## config.mk

```make
export PLATFORM = sky130hd
export DESIGN_NAME = div_unit
export DESIGN_NICKNAME = d
export VERILOG_FILES = /design/src/rtl/div_unit_pkg.sv /design/src/rtl/div_unit.sv
export SDC_FILE = /design/constraint.sdc
export NUM_CORES = 1
export LEC_CHECK = 0
export CAP_MARGIN = 10
export CORE_UTILIZATION = 59
export DETAILED_ROUTE_END_ITERATION = 10
export PLACE_DENSITY = 0.89
export SLEW_MARGIN = 25
export SYNTH_ARGS = -nofsm -noshare
export SYNTH_HDL_FRONTEND = slang
export SYNTH_SLANG_ARGS = --single-unit
```

## constraint.sdc

```tcl
create_clock -name clk -period 5.5 [get_ports clk]
set_input_delay 1.375 -clock clk [delete_from_list [all_inputs] [get_ports clk]]
set_output_delay 1.375 -clock clk [all_outputs]
set_load 0.02 [all_outputs]
```

## src/rtl/div_unit_pkg.sv

```systemverilog
// Shared definitions for the multi-cycle divider: FSM state encodings,
// handshake levels and the execute-stage ALU opcodes that select it.
package div_unit_pkg;

    typedef enum logic [1:0] {
        DivFree   = 2'b00,
        DivByZero = 2'b01,
        DivOn     = 2'b10,
        DivEnd    = 2'b11
    } div_state_e;

    localparam logic DivResultReady    = 1'b1;
    localparam logic DivResultNotReady = 1'b0;
    localparam logic DivStart          = 1'b1;
    localparam logic DivStop           = 1'b0;

    localparam logic [7:0] EXE_DIV_OP  = 8'b0001_1010;
    localparam logic [7:0] EXE_DIVU_OP = 8'b0001_1011;

endpackage

```

## src/rtl/div_unit.sv

```systemverilog
// Multi-cycle signed/unsigned restoring divider for the execute stage.
// Returns {remainder, quotient} with a ready flag held until start drops.
module div_unit
    import div_unit_pkg::*;
#(
    parameter int WIDTH = 32
) (
    input  logic               clk,
    input  logic               rst,
    input  logic               signed_div_i,
    input  logic [WIDTH-1:0]   opdata1_i,
    input  logic [WIDTH-1:0]   opdata2_i,
    input  logic               start_i,
    input  logic               annul_i,
    output logic [2*WIDTH-1:0] result_o,
    output logic               ready_o
);

    localparam int               CNT_W     = $clog2(WIDTH) + 1;
    localparam logic [CNT_W-1:0] LAST_STEP = CNT_W'(WIDTH - 1);
    localparam logic [CNT_W-1:0] CNT_ONE   = CNT_W'(1);

    // Two's-complement negate when requested; used for operand magnitudes
    // and for the final sign correction.
    function automatic logic [WIDTH-1:0] cond_neg(input logic [WIDTH-1:0] v,
                                                  input logic             neg);
        return neg ? (-v) : v;
    endfunction

    div_state_e         r_state;
    div_state_e         w_state_next;
    logic [CNT_W-1:0]   r_cnt;
    logic [WIDTH-1:0]   r_dividend;
    logic [WIDTH-1:0]   r_divisor;
    logic [WIDTH-1:0]   r_rem;
    logic [WIDTH-1:0]   r_quot;
    logic               r_neg_q;
    logic               r_neg_r;
    logic [2*WIDTH-1:0] r_fin;
    logic [2*WIDTH-1:0] r_result;
    logic               r_ready;

    logic               w_request;
    logic               w_div_zero;
    logic               w_op1_neg;
    logic               w_op2_neg;
    logic [WIDTH:0]     w_shift;
    logic [WIDTH+1:0]   w_sub;
    logic               w_borrow;
    logic [WIDTH-1:0]   w_rem_step;
    logic [WIDTH-1:0]   w_quot_step;
    logic               w_last;
    logic               w_unused_bits;

    assign w_request  = (start_i == DivStart) && !annul_i;
    assign w_div_zero = (opdata2_i == '0);
    assign w_op1_neg  = signed_div_i & opdata1_i[WIDTH-1];
    assign w_op2_neg  = signed_div_i & opdata2_i[WIDTH-1];

    // One restoring step: shift in the next dividend bit, trial-subtract the
    // divisor; the sign bit of the widened difference is the borrow.
    assign w_shift     = {r_rem, r_dividend[WIDTH-1]};
    assign w_sub       = {1'b0, w_shift} - {2'b00, r_divisor};
    assign w_borrow    = w_sub[WIDTH+1];
    // Partial remainder stays below the divisor, so the dropped top bits are zero.
    assign w_rem_step  = w_borrow ? w_shift[WIDTH-1:0] : w_sub[WIDTH-1:0];
    assign w_quot_step = {r_quot[WIDTH-2:0], ~w_borrow};
    assign w_last      = (r_cnt == LAST_STEP);
    assign w_unused_bits = w_sub[WIDTH] ^ w_shift[WIDTH];

    // State register.
    always_ff @(posedge clk or negedge rst) begin
        if (!rst) begin
            r_state <= DivFree;
        end else begin
            r_state <= w_state_next;
        end
    end

    // Next-state decode.
    always_comb begin
        w_state_next = r_state;
        case (r_state)
            DivFree: begin
                if (w_request) begin
                    w_state_next = w_div_zero ? DivByZero : DivOn;
                end
            end
            DivByZero: begin
                w_state_next = annul_i ? DivFree : DivEnd;
            end
            DivOn: begin
                if (annul_i) begin
                    w_state_next = DivFree;
                end else if (w_last) begin
                    w_state_next = DivEnd;
                end
            end
            DivEnd: begin
                if (start_i == DivStop) begin
                    w_state_next = DivFree;
                end
            end
            default: w_state_next = DivFree;
        endcase
    end

    // Operand capture, iteration datapath and registered result/ready.
    always_ff @(posedge clk or negedge rst) begin
        if (!rst) begin
            r_cnt      <= '0;
            r_dividend <= '0;
            r_divisor  <= '0;
            r_rem      <= '0;
            r_quot     <= '0;
            r_neg_q    <= 1'b0;
            r_neg_r    <= 1'b0;
            r_fin      <= '0;
            r_result   <= '0;
            r_ready    <= DivResultNotReady;
        end else begin
            case (r_state)
                DivFree: begin
                    r_result <= '0;
                    r_ready  <= DivResultNotReady;
                    if (w_request && !w_div_zero) begin
                        r_dividend <= cond_neg(opdata1_i, w_op1_neg);
                        r_divisor  <= cond_neg(opdata2_i, w_op2_neg);
                        r_neg_q    <= w_op1_neg ^ w_op2_neg;
                        r_neg_r    <= w_op1_neg;
                        r_cnt      <= '0;
                        r_rem      <= '0;
                        r_quot     <= '0;
                    end
                end
                DivByZero: begin
                    r_fin <= '0;
                end
                DivOn: begin
                    if (!annul_i) begin
                        r_dividend <= {r_dividend[WIDTH-2:0], 1'b0};
                        r_rem      <= w_rem_step;
                        r_quot     <= w_quot_step;
                        r_cnt      <= r_cnt + CNT_ONE;
                        if (w_last) begin
                            r_fin <= {cond_neg(w_rem_step, r_neg_r),
                                      cond_neg(w_quot_step, r_neg_q)};
                        end
                    end
                end
                DivEnd: begin
                    if (start_i == DivStart) begin
                        r_result <= r_fin;
                        r_ready  <= DivResultReady;
                    end else begin
                        r_result <= '0;
                        r_ready  <= DivResultNotReady;
                    end
                end
                default: begin
                    r_ready <= DivResultNotReady;
                end
            endcase
        end
    end

    assign result_o = r_result;
    assign ready_o  = r_ready;

endmodule

```

==> results.txt <==
Reg2reg start - r_rem[2]
Initial antenna violation count - 0
LEAKAGE - 7.79 nW
Antenna-violating nets left - 0
Overflow after GRT - 0
Top-count cell post-synth - nand2_1
Drt initial violations - 1494
Via density - 6.13
Slew HR - 0.376
Synth area leaders - dfrtp_1 (45%), nand2_1 (6.9%), xor2_1 (4.7%), o21ai_0 (4.4%), xnor2_1 (4.1%)
Yosys warnings - 0
Clock sink count - 266
Final Cell Area - 0.0174 mm^2
Global-route wire length before repair - 61500 um
Crit path launch - r_rem[2]
Main synth FF type - dfrtp_1
Post-CTS Setup Bufs - 0
Outcome - finished clean
Critical path capture point type - flop
Crit path launch type - flop
Die Y - 161 um
Skew-Pair Late Insertion Delay - 0.54 ns
Post-layout util - 0.708
Pwr dens - 392 mW/mm^2
Reg2Reg Depth - 18
Share of post-route cells with drive strength above 1 - 0.0516
Clock transition at path regs - 0.07 ns
CP delay by family, top - simple AND/OR/NAND/NOR gates
# nets final - 1855
Ports - 134
Reg2reg end - r_fin[28]
VDD IR max - 298 uV
Final Max Slew Viols - 0
Post-Syn Area - 0.0149 mm^2
Initial Utilization - 0.606
Worst Tran Pin Value - 0.936 ns
Yosys reg bits - 266
Final hold vios - 0
Setup TNS - 0 ns
WL/cell - 17.6 um
Async SR Flop Fraction - 1.00
Detailed-route via count - 12807
Final Cycle Share - 0.914
Synth cell count leaders - nand2_1 (272), dfrtp_1 (266), o21ai_0 (131)
Number of flops mapped to enable cells by yosys - 0
Worst EP required - 5.90 ns
Fin Clk Skew - 0.0148 ns
CTS H-tree lvls - 1
Area delta synth->final - 16.8%
Arrival time worst endpoint - 5.43 ns
Placer Congestion - 0.925
R2R setup slack - 0.47 ns
Final wirelength - 36800 um
Number of global-route vias before repair - 12098
Placed inst area - 0.0164 mm^2
Setup repair after global routing missed its margin - false
MaxCap Viol Count - 0
Largest net degree at the start of global routing - 112
Post_cts resized - 0
Cell Chain, Critical Path - ha_1 -> and2_1 -> a221o_1 -> o2111ai_1 -> a21oi_1 -> a211o_2 -> inv_2 -> ha_1 -> nand2_1 -> or3_1 -> or4_1 -> or2_2 -> inv_1 -> nand2_1 -> or3_1 -> o41ai_1 -> xor2_1 -> o21ai_0
Pre-Repair DR Iteration Count - 6
Crit Path Max Fanout - 7
Root buffer selected by CTS - clkbuf_16
Synth unique cells - 66
Worst Hold Class - flop to flop
Tmin final - 5.03 ns
Core Region - 0.0245 mm^2
Rows - 57
Largest area contributor in the synthesized netlist - dfrtp_1
CTS Buffer Depth - 3
CTS tree - yes
Mapped Cells - 1663
Post-CTS Hold Buffers - 0
Largest stage delay, worst path - 0.45 ns
Max Clock Freq - 199 MHz
Slowest cell on crit path - dfrtp_1
Crit path to - r_fin[28]
Final setup vio count - 0
Stages on worst setup path - 18
Post-route DRC - 0
Die ar. - 0.0258 mm^2
CTS Buf Count - 27
Share of the synthesized area in the top cell type - 0.448
Bufs and invs on worst path - 2
DP HPWL - 25200 um
Syn nets - 1774
Crit path kind - flop to flop
ANT cells - 0
Mapped Avg Cell Area - 8.94 um^2
All-Layer GR Usage - 0.289
Total Power - 6.81 mW
Die X - 161 um
Port Buf Inserts - 133
Seq/Total Area, Yosys - 0.448
## area by class of cell
type | count | area [um^2]
clock buffers | 38 | 787
well taps | 324 | 405
multi-input cells | 1247 | 7680
repair buffers | 149 | 1480
flip-flops and latches | 266 | 6660
inverters | 53 | 199
fillers | 1857 | 7160
clock inverters | 11 | 156
## where the power goes
group	internal (mW)	total, mW	switching [mW]	leakage [nW]
clock network	1.14	1.93	0.782	0.466
logic	0.829	2.52	1.69	3.72
registers	2.19	2.36	0.172	3.60
total	4.16	6.81	2.65	7.79
## routing by layer
layer,up-vias,routed length (um),GRT usage
li1,6045,-,-
met1,6154,16700,0.430
met2,534,16600,0.448
met3,74,2730,0.0359
met4,0,754,0.0789
met5,-,0,0
## worst min-delay path by stage
stage | slack (ns) | to | start | cells past startpoint
after floorplan | 0.44 | r_dividend[31] | r_dividend[30] | 2
after global placement | 0.45 | r_dividend[31] | r_dividend[30] | 2
after detailed placement | 0.46 | r_dividend[31] | r_dividend[30] | 2
after CTS | 0.48 | r_dividend[31] | r_dividend[30] | 2
after global routing | 0.50 | r_dividend[31] | r_dividend[30] | 2
final | 0.48 | ready_o | ready_o | 1
## logic make-up (layout without fill, tap and decap cells)
| logic type | after synthesis | in the layout | share of synthesized area |
|---|---|---|---|
| and+or+nand+nor | 575 | 575 | 0.173 |
| AOI/OAI and AO/OA | 457 | 457 | 0.201 |
| DFF | 266 | 266 | 0.448 |
| buffers and inverters | 150 | 251 | 0.0385 |
| xor gates and xnor gates | 149 | 149 | 0.0878 |
| adders and majority gates | 42 | 42 | 0.0358 |
| muxes | 24 | 24 | 0.0162 |
## sequential cells by signal, summed over array words and instances (netlist names), 2 cells and up
| register | cells |
|---|---|
| r_quot | 31 |
| r_rem | 32 |
| r_cnt | 6 |
| r_dividend | 32 |
| r_divisor | 32 |
| result_o | 64 |
| r_fin | 64 |
| r_state | 2 |
## layout by cell type (no fill, tap or decap), drive strengths merged, types with 6 or more instances in the layout
master         instances
a211oi                 6
a21o                   6
a21oi                 94
a221o                 19
a22o                  67
a22oi                  7
a31oi                 12
and2                   6
buf                   17
clkbuf                38
clkdlybuf4s50        132
clkinv                 6
dfrtp                266
ha                    41
inv                   55
mux2i                 23
nand2                272
nand2b                 9
nand3                 42
nand4                 12
nor2                 130
nor3                  25
nor4                  20
o211ai                 6
o21a                  10
o21ai                155
o31ai                 40
o41ai                  9
or2                    7
or3                   21
or4                   12
xnor2                 70
xor2                  79
## stage by stage
step | hold slack, ns | cells | setup slack [ns]
finish | 0.478 | 2088 | 0.471
global route | 0.496 | 2088 | 0.158
CTS | 0.481 | 2088 | 0.528
detailed placement | 0.462 | 2039 | 0.522
global placement | 0.446 | 2039 | 0.670
floorplan | 0.439 | 1663 | 0.467
Note: power is estimated with default switching activity, not from simulation.
